===== config.mk =====
export PLATFORM = sky130hd
export DESIGN_NAME = mouse_receiver
export DESIGN_NICKNAME = d
export VERILOG_FILES = /design/src/rtl/mouse_receiver.sv
export SDC_FILE = /design/constraint.sdc
export NUM_CORES = 1
export LEC_CHECK = 0
export CORE_ASPECT_RATIO = 0.75
export CORE_MARGIN = 2
export CORE_UTILIZATION = 60
export DETAILED_ROUTE_END_ITERATION = 8
export PLACE_DENSITY = 0.92
export SYNTH_ARGS = -nofsm -noshare
export SYNTH_HDL_FRONTEND = slang
export SYNTH_SLANG_ARGS = --single-unit

===== constraint.sdc =====
create_clock -name CLK -period 3.7 [get_ports CLK]
set_input_delay 0.925 -clock CLK [delete_from_list [all_inputs] [get_ports CLK]]
set_output_delay 0.925 -clock CLK [all_outputs]
set_load 0.005 [all_outputs]

===== src/rtl/mouse_receiver.sv =====
// PS/2 mouse receive path: start, 8 data bits (LSB first), parity, stop.
// Define MOUSE_RX_PARITY_CHECK_EN to report odd-parity errors in bit 0 of BYTE_ERROR_CODE.
module mouse_receiver #(
  parameter int unsigned TIMEOUT_CYCLES = 50000
) (
  input  logic       CLK,
  input  logic       RESET,
  input  logic       CLK_MOUSE_IN,
  input  logic       DATA_MOUSE_IN,
  input  logic       READ_ENABLE,
  output logic       BYTE_READY,
  output logic [7:0] BYTE_READ,
  output logic [1:0] BYTE_ERROR_CODE
);

  localparam int unsigned TW = $clog2(TIMEOUT_CYCLES + 1);
  localparam logic [TW-1:0] TLAST = TW'(TIMEOUT_CYCLES - 1);

  typedef enum logic [2:0] {
    S_IDLE,
    S_DATA,
    S_PARITY,
    S_STOP,
    S_DONE
  } state_e;

  logic          clk_s1_q;
  logic          clk_s2_q;
  logic          clk_prev_q;
  logic          dat_s1_q;
  logic          dat_s2_q;
  logic          fall;

  state_e        state_q;
  logic [2:0]    cnt_q;
  logic [TW-1:0] timer_q;
  logic [7:0]    shift_q;
  logic          byte_ready_q;
  logic [7:0]    byte_read_q;
  logic [1:0]    err_q;
  logic          perr;

`ifdef MOUSE_RX_PARITY_CHECK_EN
  logic          par_q;
  // Odd parity: data bits plus parity bit must XOR to 1.
  assign perr = ~(^{shift_q, par_q});
`else
  assign perr = 1'b0;
`endif

  // Two-flop synchronizers plus previous-clock flop; idle bus is high.
  always_ff @(posedge CLK or negedge RESET) begin
    if (!RESET) begin
      clk_s1_q   <= 1'b1;
      clk_s2_q   <= 1'b1;
      clk_prev_q <= 1'b1;
      dat_s1_q   <= 1'b1;
      dat_s2_q   <= 1'b1;
    end else begin
      clk_s1_q   <= CLK_MOUSE_IN;
      clk_s2_q   <= clk_s1_q;
      clk_prev_q <= clk_s2_q;
      dat_s1_q   <= DATA_MOUSE_IN;
      dat_s2_q   <= dat_s1_q;
    end
  end

  assign fall = clk_prev_q & ~clk_s2_q;

  // Frame FSM with timeout and enable abort; outputs registered here.
  always_ff @(posedge CLK or negedge RESET) begin
    if (!RESET) begin
      state_q      <= S_IDLE;
      cnt_q        <= 3'd0;
      timer_q      <= '0;
      shift_q      <= 8'h00;
      byte_ready_q <= 1'b0;
      byte_read_q  <= 8'h00;
      err_q        <= 2'b00;
`ifdef MOUSE_RX_PARITY_CHECK_EN
      par_q        <= 1'b0;
`endif
    end else begin
      byte_ready_q <= 1'b0;
      if (!READ_ENABLE) begin
        state_q <= S_IDLE;
        cnt_q   <= 3'd0;
        timer_q <= '0;
        shift_q <= 8'h00;
      end else begin
        unique case (state_q)
          S_IDLE: begin
            timer_q <= '0;
            if (fall && !dat_s2_q) begin
              state_q <= S_DATA;
              cnt_q   <= 3'd0;
              shift_q <= 8'h00;
            end
          end
          S_DATA: begin
            if (fall) begin
              timer_q         <= '0;
              shift_q[cnt_q]  <= dat_s2_q;
              cnt_q           <= cnt_q + 3'd1;
              if (cnt_q == 3'd7) begin
                state_q <= S_PARITY;
              end
            end else if (timer_q == TLAST) begin
              state_q <= S_IDLE;
              timer_q <= '0;
              cnt_q   <= 3'd0;
              shift_q <= 8'h00;
            end else begin
              timer_q <= timer_q + 1'b1;
            end
          end
          S_PARITY: begin
            if (fall) begin
              timer_q <= '0;
`ifdef MOUSE_RX_PARITY_CHECK_EN
              par_q   <= dat_s2_q;
`endif
              state_q <= S_STOP;
            end else if (timer_q == TLAST) begin
              state_q <= S_IDLE;
              timer_q <= '0;
              cnt_q   <= 3'd0;
              shift_q <= 8'h00;
            end else begin
              timer_q <= timer_q + 1'b1;
            end
          end
          S_STOP: begin
            if (fall) begin
              timer_q      <= '0;
              byte_read_q  <= shift_q;
              err_q        <= {~dat_s2_q, perr};
              byte_ready_q <= 1'b1;
              state_q      <= S_DONE;
            end else if (timer_q == TLAST) begin
              state_q <= S_IDLE;
              timer_q <= '0;
              cnt_q   <= 3'd0;
              shift_q <= 8'h00;
            end else begin
              timer_q <= timer_q + 1'b1;
            end
          end
          S_DONE: begin
            state_q <= S_IDLE;
            timer_q <= '0;
            cnt_q   <= 3'd0;
          end
          default: begin
            state_q <= S_IDLE;
            timer_q <= '0;
            cnt_q   <= 3'd0;
          end
        endcase
      end
    end
  end

  assign BYTE_READY      = byte_ready_q;
  assign BYTE_READ       = byte_read_q;
  assign BYTE_ERROR_CODE = err_q;

endmodule


==> results.md <==
- The post-route minimum period is 2530 ps.
- The floorplan step set the die width to 72.0 um.
- The number of instances in the placed design is 242.
- The share of the Yosys chip area taken by registers is 0.544.
- In the post-synthesis netlist, the biggest area contributors are sky130_fd_sc_hd__dfrtp_1 48%, sky130_fd_sc_hd__dfstp_2 6.3%, sky130_fd_sc_hd__mux2_2 4.9%.
- The total area inside the core boundary comes to 3310 um2.
- The run finished with clean final reports.
- The overall die height is 55.0 um.
- The leakage power is 1.02 nW.
- The number of input and output port buffers inserted is 14.
- Buffers inserted to repair hold after CTS numbered 0.
- The placement-stage cell area is 2240 um2.
- The wire-length estimate of the detail-placed layout is 2620 um.
- The final clock period utilization by the worst path is 0.684.
- The number of search-and-repair iterations in the first detailed-routing pass is 5.
- The maximum cell stage delay along the critical path is 530 ps.
- The transition at the pin with the smallest max-transition slack is 950 ps.
- The post-route cell area is 2360 um2.
- The number of top-level pins is 16.
- The total CTS buffers is 5.
- For this configuration, the core starts out at a cell density of 0.629.
- The area fraction of the dominant cell type after synthesis is 0.480.
- The number of buffer and inverter stages on the critical path is 1.
- In this run the post-CTS setup repair buffer count came out at 0.
- The congestion estimate from routability-driven global placement came to 0.900.
- By count the netlist is led by 40 x sky130_fd_sc_hd__dfrtp_1, 26 x sky130_fd_sc_hd__nor2_1, 17 x sky130_fd_sc_hd__nand2_1.
- Counting flops with a built-in enable in the synthesized netlist gives 0.
- The count of antenna diodes in the layout is 0.
- The buffer depth of the longest clock path is 2.
- The end-of-flow core utilization is 0.712.
- The maximum fanout along the worst path is 7.
- The cell with the largest stage delay on the worst path is sky130_fd_sc_hd__clkdlybuf4s50_1.
- The initial DRC count is 158.
- The class of the tightest hold or removal check is flop to flop.
- Summed over all failing endpoints, the final setup total negative slack is 0 ps.
- After clock tree synthesis, the clock-pin slew on the worst setup and hold paths is 90 ps.
- For this block, the via count after detailed routing is 1530.
- The clock skew after layout is 14.6 ps.
- The TritonCTS clock tree is yes.
- The required time of the worst setup path is 3900 ps.
- The initial antenna violation count is 0.
- The count of fill cells added during filler insertion is 227.
- The tightest slew margin relative to the limit is 0.366.
- The number of sinks on the clock net is 45.
- In this run the core area contains 18 standard-cell rows.
- The type of the setup path with the least slack is input port to flop.
- The worst slack at placement is 896 ps.
- Yosys mapped the design onto 44 distinct sky130hd cell types.
- The synthesized netlist net count is 202.
- The number of nets still failing antenna checks after routing is 0.
- The max-slew violation count is 0.
- After technology mapping, the gate count stands at 194.
- The first global-routing pass estimated 6640 um of wire.
- After the flow finishes, the layout carries non-filler instances totaling 250.
- In this run, synthesis produced a sequential element count of 45.
- Entering global routing, the biggest net connects 46 pins.
- The upper clock frequency limit is 0.395 GHz.
- The power density normalized to cell area is 387 nW/um2.
- Setup repair after global routing left no endpoint under its margin.
- The hold violation total from the final report was 0.
- The post-detailed-route DRC marker count is 0.
- The floorplan die area is 3960 um2.
- The worst voltage drop across the vdd grid is 0.283 mV.
- The final-stage net count is 217.
- In the post-route analysis, the smallest setup slack over all paths is 1170 ps.
- The number of gates given a new drive strength after cts is 0.
- The detailed-route wire length is 3920 um.
- The top cell type by total area after synthesis is sky130_fd_sc_hd__dfrtp_1.
- STA classifies the critical path startpoint as an input port.
- The data arrival at the endpoint of the critical path is 2730 ps.
- The synthesis-to-finish area growth is 13.2%.
- For the worst-skew pair, the clock arrives at the later sink with an insertion delay of 310 ps.
- The number of endpoints failing setup at the final stage is 0.
- The most common cell in the netlist is sky130_fd_sc_hd__dfrtp_1.
- Across the run, the number of max-cap violations was 0.
- The fraction of synthesis flops using an asynchronous set or reset pin is 1.00.
- Traced cell by cell, the critical path runs through clkdlybuf4s50_1 > nand2b_1 > or3_1 > o2bb2ai_1 > o21ai_0 > o41ai_1.
- The nature of the critical path endpoint is a flop.
- The via count of the first global-routing pass is 1420.
- In the synthesized netlist the dominant register cell turns out to be sky130_fd_sc_hd__dfrtp_1.
- After synthesis, the mean cell area works out to 10.7 um2.
- Across every metal layer, demand over resource in global routing totals 0.227.
- The cell family with the largest share of critical-path delay is compound AO/OA/AOI/OAI gates.
- Using the TritonRoute via totals, the vias-per-cell ratio works out to 6.12.
- The routed wirelength normalized by instance count is 15.7 um.
- The Yosys step of the flow raised 0 warnings.
- Of the cells placed in the final design, the portion with a size suffix greater than 1 is 0.133.
- The leftover overflow at the end of global routing is 0.
- The clock tree root buffer cell is sky130_fd_sc_hd__clkbuf_8.
- The number of levels the H-tree was split into is 2.
- After synthesis the cells add up to 2080 um2.
[registers in the layout, indices dropped and copies added, names as in the netlist]
register	cells
cnt_q	3
dat_s1_q	1
state_q	3
BYTE_READ	8
BYTE_READY	1
BYTE_ERROR_CODE	1
shift_q	8
clk_s2_q	1
clk_s1_q	1
timer_q	16
dat_s2_q	1
clk_prev_q	1
[placed cells by master, fill, tap and decap left out, types with 8 or more instances in the layout]
cell	n
sky130_fd_sc_hd__nand3_1	10
sky130_fd_sc_hd__dfrtp_1	40
sky130_fd_sc_hd__nor2_1	26
sky130_fd_sc_hd__mux2_2	9
sky130_fd_sc_hd__xor2_1	8
sky130_fd_sc_hd__clkdlybuf4s50_1	13
sky130_fd_sc_hd__nand2_1	17
[area by class of cell]
cell class	count	area, um2	share of cell area
flip-flops and latches	45	1130	0.480
multi-input cells	137	900	0.381
repair buffers	15	143	0.0605
clock buffers	5	68.8	0.0292
well taps	40	50.0	0.0212
clock inverters	3	46.3	0.0196
inverters	5	18.8	0.00796
[worst paths after layout]
check / from / to / slack, ps / cells past startpoint
min reg2reg: dat_s1_q$_DFF_PN1_ / dat_s2_q$_DFF_PN1_ / 360 / 0
min: dat_s1_q$_DFF_PN1_ / dat_s2_q$_DFF_PN1_ / 360 / 0
max: READ_ENABLE / shift_q[0]$_DFFE_PN0P_ / 1170 / 6
max in group asynchronous: RESET / timer_q[10]$_DFF_PN0_ / 2340 / 1
max reg2reg: timer_q[4]$_DFF_PN0_ / shift_q[5]$_DFFE_PN0P_ / 1480 / 5
min in group asynchronous: RESET / shift_q[1]$_DFFE_PN0P_ / 760 / 1
[report_power, final]
group,internal [mW],switching [mW]
sequential,0.498,0.00429
clock,0.202,0.173
combinational,0.0121,0.0228
total,0.712,0.200
[routing by layer]
metal	GRT usage	vias up	wire (um)
li1	-	708	-
met1	0.326	758	1890
met2	0.347	54	1740
met4	0.0912	0	67
met3	0.0435	10	230
met5	0	-	0
[cell families (layout without fill, tap and decap cells)]
kind of cell	after synthesis	count (layout)	share of synthesized area
adders and majority gates	3	3	0.0180
DFF	45	45	0.544
other	1	1	0.00180
buffers and inverters	12	28	0.0246
and+or+nand+nor	80	80	0.201
xor gates and xnor gates	13	13	0.0547
muxes	10	10	0.0535
AOI/OAI and AO/OA	30	30	0.103
[per-stage QoR]
step                hold slack, ps  power (mW)
finish                         358       0.912
global route                   362       0.940
detailed placement             349       0.547
floorplan                      345       0.529
CTS                            360       0.914
global placement               346       0.545
[worst register-to-register path: cells and delay by family, from the launching register on]
| kind | cells | cell delay [ps] |
|---|---|---|
| AO/OA/AOI/OAI | 3 | 670 |
| flip-flops | 1 | 450 |
| AND/OR/NAND/NOR | 2 | 1000 |
Note: power is estimated with default switching activity, not from simulation.
